[config.mk]
export PLATFORM = sky130hd
export DESIGN_NAME = udp_tx_arbiter
export DESIGN_NICKNAME = d
export VERILOG_FILES = /design/src/rtl/udp_tx_arbiter_pkg.sv /design/src/rtl/udp_tx_arbiter_rr_pick.sv /design/src/rtl/udp_tx_arbiter.sv
export SDC_FILE = /design/constraint.sdc
export NUM_CORES = 1
export LEC_CHECK = 0
export CORE_UTILIZATION = 25
export DETAILED_ROUTE_END_ITERATION = 7
export GPL_ROUTABILITY_DRIVEN = 1
export HOLD_SLACK_MARGIN = 0.15
export PLACE_DENSITY_LB_ADDON = 0.12
export SYNTH_ARGS = -nofsm -noshare
export SYNTH_HDL_FRONTEND = slang
export SYNTH_SLANG_ARGS = --single-unit
[constraint.sdc]
create_clock -name clk -period 5.1 [get_ports clk]
set_input_delay 0.51 -clock clk [delete_from_list [all_inputs] [get_ports clk]]
set_output_delay 0.51 -clock clk [all_outputs]
set_load 0.01 [all_outputs]
[src/rtl/udp_tx_arbiter_pkg.sv]
// udp_tx_arbiter shared definitions.
// State encoding and protocol constants.
package udp_tx_arbiter_pkg;

  typedef enum logic [2:0] {
    ST_IDLE  = 3'd0,
    ST_CHECK = 3'd1,
    ST_START = 3'd2,
    ST_BUSY  = 3'd3,
    ST_GAP   = 3'd4
  } arb_state_t;

  localparam int UDP_MAX_PAYLOAD = 1472;
  localparam int ETH_IFG_BYTES   = 12;

endpackage

[src/rtl/udp_tx_arbiter_rr_pick.sv]
// Round-robin priority encoder.
// Picks the first set req bit at or above ptr, with wrap.
module rr_pick #(
  parameter int N_CH = 4,
  parameter int IW   = (N_CH > 1) ? $clog2(N_CH) : 1
) (
  input  logic [N_CH-1:0] req,
  input  logic [IW-1:0]   ptr,
  output logic [IW-1:0]   idx,
  output logic            found
);

  logic [N_CH-1:0] rot;
  logic [IW:0]     sum;

  always_comb begin
    rot   = N_CH'({req, req} >> ptr);
    found = 1'b0;
    sum   = '0;
    // Descending scan so the lowest rotated index wins.
    for (int k = N_CH - 1; k >= 0; k--) begin
      if (rot[k]) begin
        found = 1'b1;
        sum   = {1'b0, ptr} + (IW+1)'(k);
      end
    end
    if (sum >= (IW+1)'(N_CH))
      sum = sum - (IW+1)'(N_CH);
    idx = sum[IW-1:0];
  end

endmodule

[src/rtl/udp_tx_arbiter.sv]
// Round-robin sharing of one UDP frame generator
// between N_CH payload sources, with IFG and watchdog.
module udp_tx_arbiter
  import udp_tx_arbiter_pkg::*;
#(
  parameter int N_CH       = 4,
  parameter int LEN_W      = 16,
  parameter int MAX_LEN    = UDP_MAX_PAYLOAD,
  parameter int IFG_CYCLES = ETH_IFG_BYTES,
  parameter int TIMEOUT    = 4096
) (
  input  logic              clk,
  input  logic              rst_n,
  input  logic [N_CH-1:0]   ch_req,
  input  logic [N_CH*LEN_W-1:0] ch_len,
  input  logic [N_CH*16-1:0] ch_port,
  input  logic [N_CH*8-1:0] ch_data,
  output logic [N_CH-1:0]   ch_rd,
  output logic [N_CH-1:0]   ch_ack,
  output logic [N_CH-1:0]   ch_err,
  output logic              gen_start,
  output logic [LEN_W-1:0]  gen_len,
  output logic [15:0]       gen_port,
  input  logic              gen_rd,
  output logic [7:0]        gen_data,
  input  logic              gen_done,
  output logic              busy,
  output logic [2:0]        cur_ch
);

  localparam int IW = (N_CH > 1) ? $clog2(N_CH) : 1;
  localparam int WW = $clog2(TIMEOUT) + 1;
  localparam int GW = $clog2(IFG_CYCLES) + 1;

  arb_state_t       state_q, state_d;
  logic [IW-1:0]    rr_q, rr_d;
  logic [IW-1:0]    cur_q, cur_d;
  logic [LEN_W-1:0] len_q, len_d;
  logic [15:0]      port_q, port_d;
  logic [WW-1:0]    wd_q, wd_d;
  logic [GW-1:0]    gap_q, gap_d;
  logic [IW-1:0]    pick_idx;
  logic             pick_found;
  logic [IW-1:0]    nxt_ch;

  logic [LEN_W-1:0] len_arr  [N_CH];
  logic [15:0]      port_arr [N_CH];
  logic [7:0]       data_arr [N_CH];

  for (genvar i = 0; i < N_CH; i++) begin : g_unpack
    assign len_arr[i]  = ch_len[i*LEN_W +: LEN_W];
    assign port_arr[i] = ch_port[i*16 +: 16];
    assign data_arr[i] = ch_data[i*8 +: 8];
  end

  rr_pick #(
    .N_CH (N_CH),
    .IW   (IW)
  ) u_pick (
    .req   (ch_req),
    .ptr   (rr_q),
    .idx   (pick_idx),
    .found (pick_found)
  );

  assign nxt_ch = (cur_q == IW'(N_CH - 1)) ?
                  '0 : cur_q + 1'b1;

  always_comb begin
    state_d   = state_q;
    rr_d      = rr_q;
    cur_d     = cur_q;
    len_d     = len_q;
    port_d    = port_q;
    wd_d      = wd_q;
    gap_d     = gap_q;
    gen_start = 1'b0;
    ch_rd     = '0;
    ch_ack    = '0;
    ch_err    = '0;
    unique case (state_q)
      ST_IDLE: begin
        if (pick_found) begin
          cur_d   = pick_idx;
          len_d   = len_arr[pick_idx];
          port_d  = port_arr[pick_idx];
          state_d = ST_CHECK;
        end
      end
      ST_CHECK: begin
        if (len_q == '0 ||
            len_q > LEN_W'(MAX_LEN)) begin
          ch_err[cur_q] = 1'b1;
          rr_d          = nxt_ch;
          state_d       = ST_IDLE;
        end else begin
          state_d = ST_START;
        end
      end
      ST_START: begin
        gen_start = 1'b1;
        wd_d      = '0;
        state_d   = ST_BUSY;
      end
      ST_BUSY: begin
        ch_rd[cur_q] = gen_rd;
        // Completion beats a simultaneous timeout.
        if (gen_done) begin
          ch_ack[cur_q] = 1'b1;
          rr_d          = nxt_ch;
          gap_d         = GW'(IFG_CYCLES - 1);
          state_d       = ST_GAP;
        end else if (wd_q == WW'(TIMEOUT - 1)) begin
          ch_err[cur_q] = 1'b1;
          rr_d          = nxt_ch;
          gap_d         = GW'(IFG_CYCLES - 1);
          state_d       = ST_GAP;
        end else begin
          wd_d = wd_q + 1'b1;
        end
      end
      ST_GAP: begin
        if (gap_q == '0)
          state_d = ST_IDLE;
        else
          gap_d = gap_q - 1'b1;
      end
      default: state_d = ST_IDLE;
    endcase
  end

  always_ff @(posedge clk or negedge rst_n) begin
    if (!rst_n) begin
      state_q <= ST_IDLE;
      rr_q    <= '0;
      cur_q   <= '0;
      len_q   <= '0;
      port_q  <= '0;
      wd_q    <= '0;
      gap_q   <= '0;
    end else begin
      state_q <= state_d;
      rr_q    <= rr_d;
      cur_q   <= cur_d;
      len_q   <= len_d;
      port_q  <= port_d;
      wd_q    <= wd_d;
      gap_q   <= gap_d;
    end
  end

  assign gen_len  = len_q;
  assign gen_port = port_q;
  assign gen_data = data_arr[cur_q];
  assign busy     = (state_q != ST_IDLE);
  assign cur_ch   = 3'(cur_q);

endmodule

==> results.cfg, run 1 <==
[run_status]
status = completed

[sta]
finalSetupTns_ns = 0
finClkSkew_ns = 0.01086
drv_slew = 0
period_share_pct = 65.31
max_slew_margin_pct = 48.67
final_hold_viol_count = 0
worstMarginPinSlew_ns = 0.7699
rsz0062_at_grt = false
final.min_clock_period_ns = 3.331
setup_viol = 0
max_clock_freq_ghz = 0.3002

[worst_setup_path]
worstSetupPathType = reg2out
cp.required_ns = 4.59
end_kind = primary output
cp.arrival_ns = 2.82
path_max_fanout = 4
cp-start-kind = register

[die]
die_w_um = 124.4
io_pins = 225
rows = 44
core_area_um2 = 14590
die_height_um = 124.4
initial_core_util_pct = 25.66
die_area_um2 = 15470

[power]
p_leak_nw = 2.703
p_int_mw = 1.842
clkPwrFrac_pct = 18.5
ir_drop_mv = 0.2770
comb_power_share_pct = 53.4
switching_share_pct = 38.69
seqPwrFrac_pct = 28.1
finalPower_mw = 3.005
p_per_area_nw_per_um2 = 467.1
net-switching-power_mw = 1.163

[routing]
drc_errors = 0
via_count = 3734
routed_wl_um = 12670
ant_nets = 0
routed_via_density = 4.812
wl_per_cell_um = 16.33
drt_iter0_drc = 139
firstDrtPassIters = 4

[global_routing]
track_usage_pct = 16.61
grt_pass1_wl_um = 20380
grt_max_degree = 66
antenna_found_initial = 0
first_global_vias = 4048
overflow = 0

[yosys]
synth-edff-count = 0
syn-num-nets = 549
syn_inst = 374
yosys_warnings = 0
ys_async_sr_fraction_pct = 100.0
ys_seq_elements = 57
ys_seq_area_share_pct = 38.10
ys_types = 50
synth_ff_type = dfrtp_1
synth.avg_cell_area_um2 = 10.01
syn-cell-area_um2 = 3744

[place]
gp_congestion = 0.7638
place_hpwl_um = 9899
io_buffers = 223

[clock_network]
clock_latency_ns = 0.33
cts-root-buf = clkbuf_16
cts_sinks = 57
clk_path_buf_depth = 2
post_cts.repair.setup_buffers = 0
cts_resized = 0
tritoncts = built
cts_inserted_buffers = 9
h-tree-depth = 3
cts_hold_buffers = 0
clk_pin_slew_ns = 0.05

[worst_hold_path]
hold_path_class = in2async

[final_layout]
num-nets-final = 762
layout-drive-gt1-share_pct = 6.588
n_antenna_cell = 0
area_growth_pct = 71.86
nFillCells = 1446

[job]
max_cap_viol_count = 0
-- worst max-delay path, stage by stage, from the launching register on --
cell	delay (ns)
dfrtp_1	0.39
or4_1	0.55
or3_1	0.41
a31oi_1	0.26
o21bai_2	0.20
and2_1	0.15
clkdlybuf4s50_1	0.54
-- state kept, by name (all words and copies together), names as in the netlist --
| name | flops |
|---|---|
| gen_len | 16 |
| gen_port | 16 |
| wd_q | 13 |
| gap_q | 5 |
| state_q | 3 |
| cur_q | 2 |
| rr_q | 2 |
-- final timing paths --
| check | start | to | slack, ns | depth (start not counted) |
|---|---|---|---|---|
| setup / recovery | gen_len[2] | ch_err[1] | 1.77 | 6 |
| hold / removal | rst_n | wd_q[8] | 0.35 | 2 |
| setup reg to reg | state_q[0] | gen_len[4] | 2.84 | 6 |
| hold reg to reg | gen_port[11] | gen_port[11] | 0.49 | 2 |
| max in group asynchronous | rst_n | gap_q[4] | 4.25 | 2 |
| min in group clk | gen_port[11] | gen_port[11] | 0.49 | 2 |
-- kinds of logic after synthesis --
logic type	Yosys count	share of synthesized area, %
compound gates	61	12.83
mux	75	22.83
simple gates	135	18.58
xor+xnor	7	1.638
other cells	1	0.1002
fa+ha+maj	7	2.339
buf+inv	31	3.576
flops	57	38.10
-- power by group through the flow --
stage	combinational, mW	clock (mW)	sequential, mW
after floorplan	0.888	0	0.831
after detailed placement	1.63	0	0.850
after global placement	1.61	0	0.842
final	1.61	0.557	0.843
after CTS	1.64	0.574	0.846
after global routing	1.75	0.593	0.883
-- cells in the mapped netlist, drive strengths merged (2+ instances only) --
cell     n  area [µm²]
xor2     2       17.52
inv      5       18.77
and3    10       62.56
mux4     8       180.2
mux2     3       33.78
o21a     2       15.01
nor4b    5       56.31
o21ai    7       35.03
nor3b    4       30.03
nand3    6       30.03
or4      4       30.03
nor3     6       30.03
a21oi    4       20.02
o221ai  33       289.0
nor2    22       82.58
o211ai   4       30.03
nor4     2       18.77
a21boi   2       15.02
nor2b    6       37.54
nand4    4       25.02
xnor2    5       43.79
or2      3       18.77
or3      3       18.77
buf     11       58.80
nand4b   2       17.52
nand2   51       191.4
mux2i   64       640.6
ha       7       87.58
clkbuf  15       56.30
dfrtp   57        1426
and2     5       31.28
-- layout make-up --
class / count / area [µm²] / area share, %
clock buffers: 9 / 225.2 / 3.501
clock inverters: 7 / 53.80 / 0.8363
inverters: 5 / 18.77 / 0.2917
multi-input cells: 286 / 2202 / 34.23
flip-flops and latches: 57 / 1426 / 22.17
well taps: 184 / 230.2 / 3.578
repair buffers: 228 / 2277 / 35.39
-- metal layers --
layer / vias to the layer above / GRT usage, % / part of all wire [%]
met3: 21 / 6.229 / 7.5
li1: 1833 / - / -
met4: 0 / 5.386 / 2.3
met5: - / 0 / 0
met1: 1756 / 16.86 / 37
met2: 124 / 30.97 / 53
-- per-stage QoR --
step / hold slack [ns] / cell area, µm² / utilization [%] / cells / worst slack [ns]
2_1_floorplan: 0.2144 / 3744 / - / 374 / 2.755
3_3_place_gp: 0.4702 / 6155 / 42.19 / 760 / 2.083
3_5_place_dp: 0.4723 / 6155 / 42.19 / 760 / 2.060
4_1_cts: 0.3768 / 6434 / 44.10 / 776 / 1.702
5_1_grt: 0.4128 / 6434 / 44.10 / 776 / 1.600
6_report: 0.3508 / 6434 / 44.10 / 776 / 1.769
-- layout by cell type (no fill, tap or decap), types with 3 or more instances in the layout --
| cell | Yosys | final |
|---|---|---|
| o211ai_1 | 4 | 4 |
| mux4_2 | 8 | 8 |
| buf_4 | 2 | 4 |
| nor3_1 | 6 | 6 |
| ha_1 | 7 | 7 |
| or3_1 | 3 | 3 |
| nand3_1 | 6 | 6 |
| nand4_1 | 4 | 4 |
| clkdlybuf4s50_1 | 0 | 222 |
| or4_1 | 4 | 4 |
| and2_1 | 5 | 5 |
| mux2_1 | 3 | 3 |
| clkbuf_16 | 0 | 9 |
| dfrtp_1 | 57 | 57 |
| clkinvlp_4 | 0 | 3 |
| nor4b_1 | 3 | 3 |
| o21ai_0 | 4 | 4 |
| nor2_1 | 22 | 22 |
| nand2_1 | 51 | 51 |
| xnor2_1 | 5 | 5 |
| inv_1 | 5 | 5 |
| a21oi_1 | 4 | 4 |
| nor2b_1 | 6 | 6 |
| nor3b_1 | 4 | 4 |
| o21ai_1 | 3 | 3 |
| mux2i_1 | 64 | 64 |
| o221ai_1 | 33 | 33 |
| and3_1 | 10 | 10 |
No activity file was read; power rests on OpenSTA's default activity.
==> run 2, diff against run 1 <==
- clock period: 5.1 -> 3.35 ns (I/O delays scaled with it)
==> results.cfg, run 2 (synthesis results as in run 1) <==
[run_status]
status = completed

[global_routing]
track_usage_pct = 16.77
antenna_found_initial = 0
grt_pass1_wl_um = 20370
first_global_vias = 3937
overflow = 0
grt_max_degree = 66

[place]
io_buffers = 223
gp_congestion = 0.7499
place_hpwl_um = 10170
placed_area_um2 = 6170

[final_layout]
fin_area_um2 = 6462
final_cell_mix = 222 x clkdlybuf4s50_1, 64 x mux2i_1, 57 x dfrtp_1, 51 x nand2_1, 33 x o221ai_1
nFillCells = 1436
final_common_cell = clkdlybuf4s50_1
num-nets-final = 765
n_antenna_cell = 0
layout-drive-gt1-share_pct = 6.566
area_growth_pct = 72.63

[worst_setup_path]
end_kind = primary output
slowest_stage = or4_1
startpoint = gen_len[2]
cp_slowest_stage_delay_ns = 0.55
path_buf_inv = 1
cp.arrival_ns = 2.86
path_max_fanout = 4
cp.required_ns = 3.01
r2r_start = gen_len[2]
path_cells = or4_1 > or3_1 > a31oi_1 > o21bai_2 > and2_1 > clkdlybuf4s50_1
worstSetupPathType = reg2out
cp-start-kind = register
worst_path_dominant_cell_family = simple AND/OR/NAND/NOR gates

[die]
die_area_um2 = 15470
initial_core_util_pct = 25.66
io_pins = 225
die_w_um = 124.4
rows = 44
die_height_um = 124.4
core_area_um2 = 14590

[clock_network]
cts_sinks = 57
clock_latency_ns = 0.33
cts-root-buf = clkbuf_16
clk_path_buf_depth = 2
h-tree-depth = 3
tritoncts = built
cts_inserted_buffers = 9
clk_pin_slew_ns = 0.05

[sta]
setup_viol = 0
final_hold_viol_count = 0
finClkSkew_ns = 0.009837
final.min_clock_period_ns = 3.194
max_clock_freq_ghz = 0.3131
finalSetupTns_ns = 0
worstMarginPinSlew_ns = 0.7157
max_slew_margin_pct = 52.29
rsz0062_at_grt = false
period_share_pct = 95.35
drv_slew = 0

[routing]
wl_met3_um = 891
via_count = 3753
routed_wl_um = 12900
routed_via_density = 4.824
drc_errors = 0
highest_layer = met4
wl_per_cell_um = 16.58
ant_nets = 0
wirelength_met1_um = 4904
drt_iter0_drc = 131
firstDrtPassIters = 4
wl_met2_um = 7011

[power]
p_leak_nw = 2.726
p_per_area_nw_per_um2 = 714.8
ir_drop_mv = 0.3247

[worst_hold_path]
hold_path_class = reg2reg
hold_path_startpoint = gen_port[4]

[job]
max_cap_viol_count = 0
==> run 2: layout make-up <==
type	count	area, µm²	share of cell area [%]
inverter	5	18.77	0.2904
clock inverter	2	12.51	0.1936
tap	184	230.2	3.562
multi-input combinational	286	2202	34.08
sequential	57	1426	22.07
clock buffer	13	270.3	4.182
timing repair buffer	231	2302	35.62
==> run 2: final timing paths <==
path,end,slack (ns),depth (start not counted)
worst max-delay path,ch_err[1],0.16,6
worst min-delay path,gen_port[4],0.49,2
worst max register to register,rr_q[1],1.16,5
worst min register to register,gen_port[4],0.49,2
max in group asynchronous,gen_len[10],1.91,3
min in group asynchronous,wd_q[12],0.59,2
==> run 2: layer usage <==
| layer | up-vias | global-route usage, % |
|---|---|---|
| met5 | - | 0 |
| met4 | 0 | 2.977 |
| met3 | 8 | 5.670 |
| met2 | 123 | 31.65 |
| met1 | 1784 | 18.00 |
| li1 | 1838 | - |
==> run 2: through the flow <==
step                util [%]  std cells  hold WS (ns)  worst slack [ns]  total power [mW]
finish                 44.30        778        0.4909            0.1557             4.619
floorplan                  -        374       0.03941             1.180             2.617
global placement       42.29        762        0.4265            0.5120             3.783
detailed placement     42.29        762        0.4337            0.4991             3.813
global route           44.30        778        0.5154           0.03869             4.965
CTS                    44.30        778        0.4932            0.1292             4.705
==> run 2: what timing repair did <==
action / 4_1_cts / 5_1_grt
hold endpoints to repair: 30 / 0
resized for setup: 0 / 0
buffers inserted: 0 / 0
endpoints found under the setup margin: 0 / 0
hold buffers: 1 / 0
==> run 2: where the power goes <==
part | internal (mW) | switching [mW] | total (mW)
logic | 1.33 | 1.17 | 2.50
clock network | 0.555 | 0.306 | 0.860
registers | 0.981 | 0.277 | 1.26
==> run 2: worst min-delay path, cell delays in order (launching register included) <==
cell and delay [ns]:
dfrtp_1 0.34, nand2_1 0.05, o221ai_1 0.06
==> run 3, diff against run 2 <==
- GPL_ROUTABILITY_DRIVEN: 1 -> 0
==> results of run 3 <==
The final DEF is identical to that of run 2; final timing and power are the same.
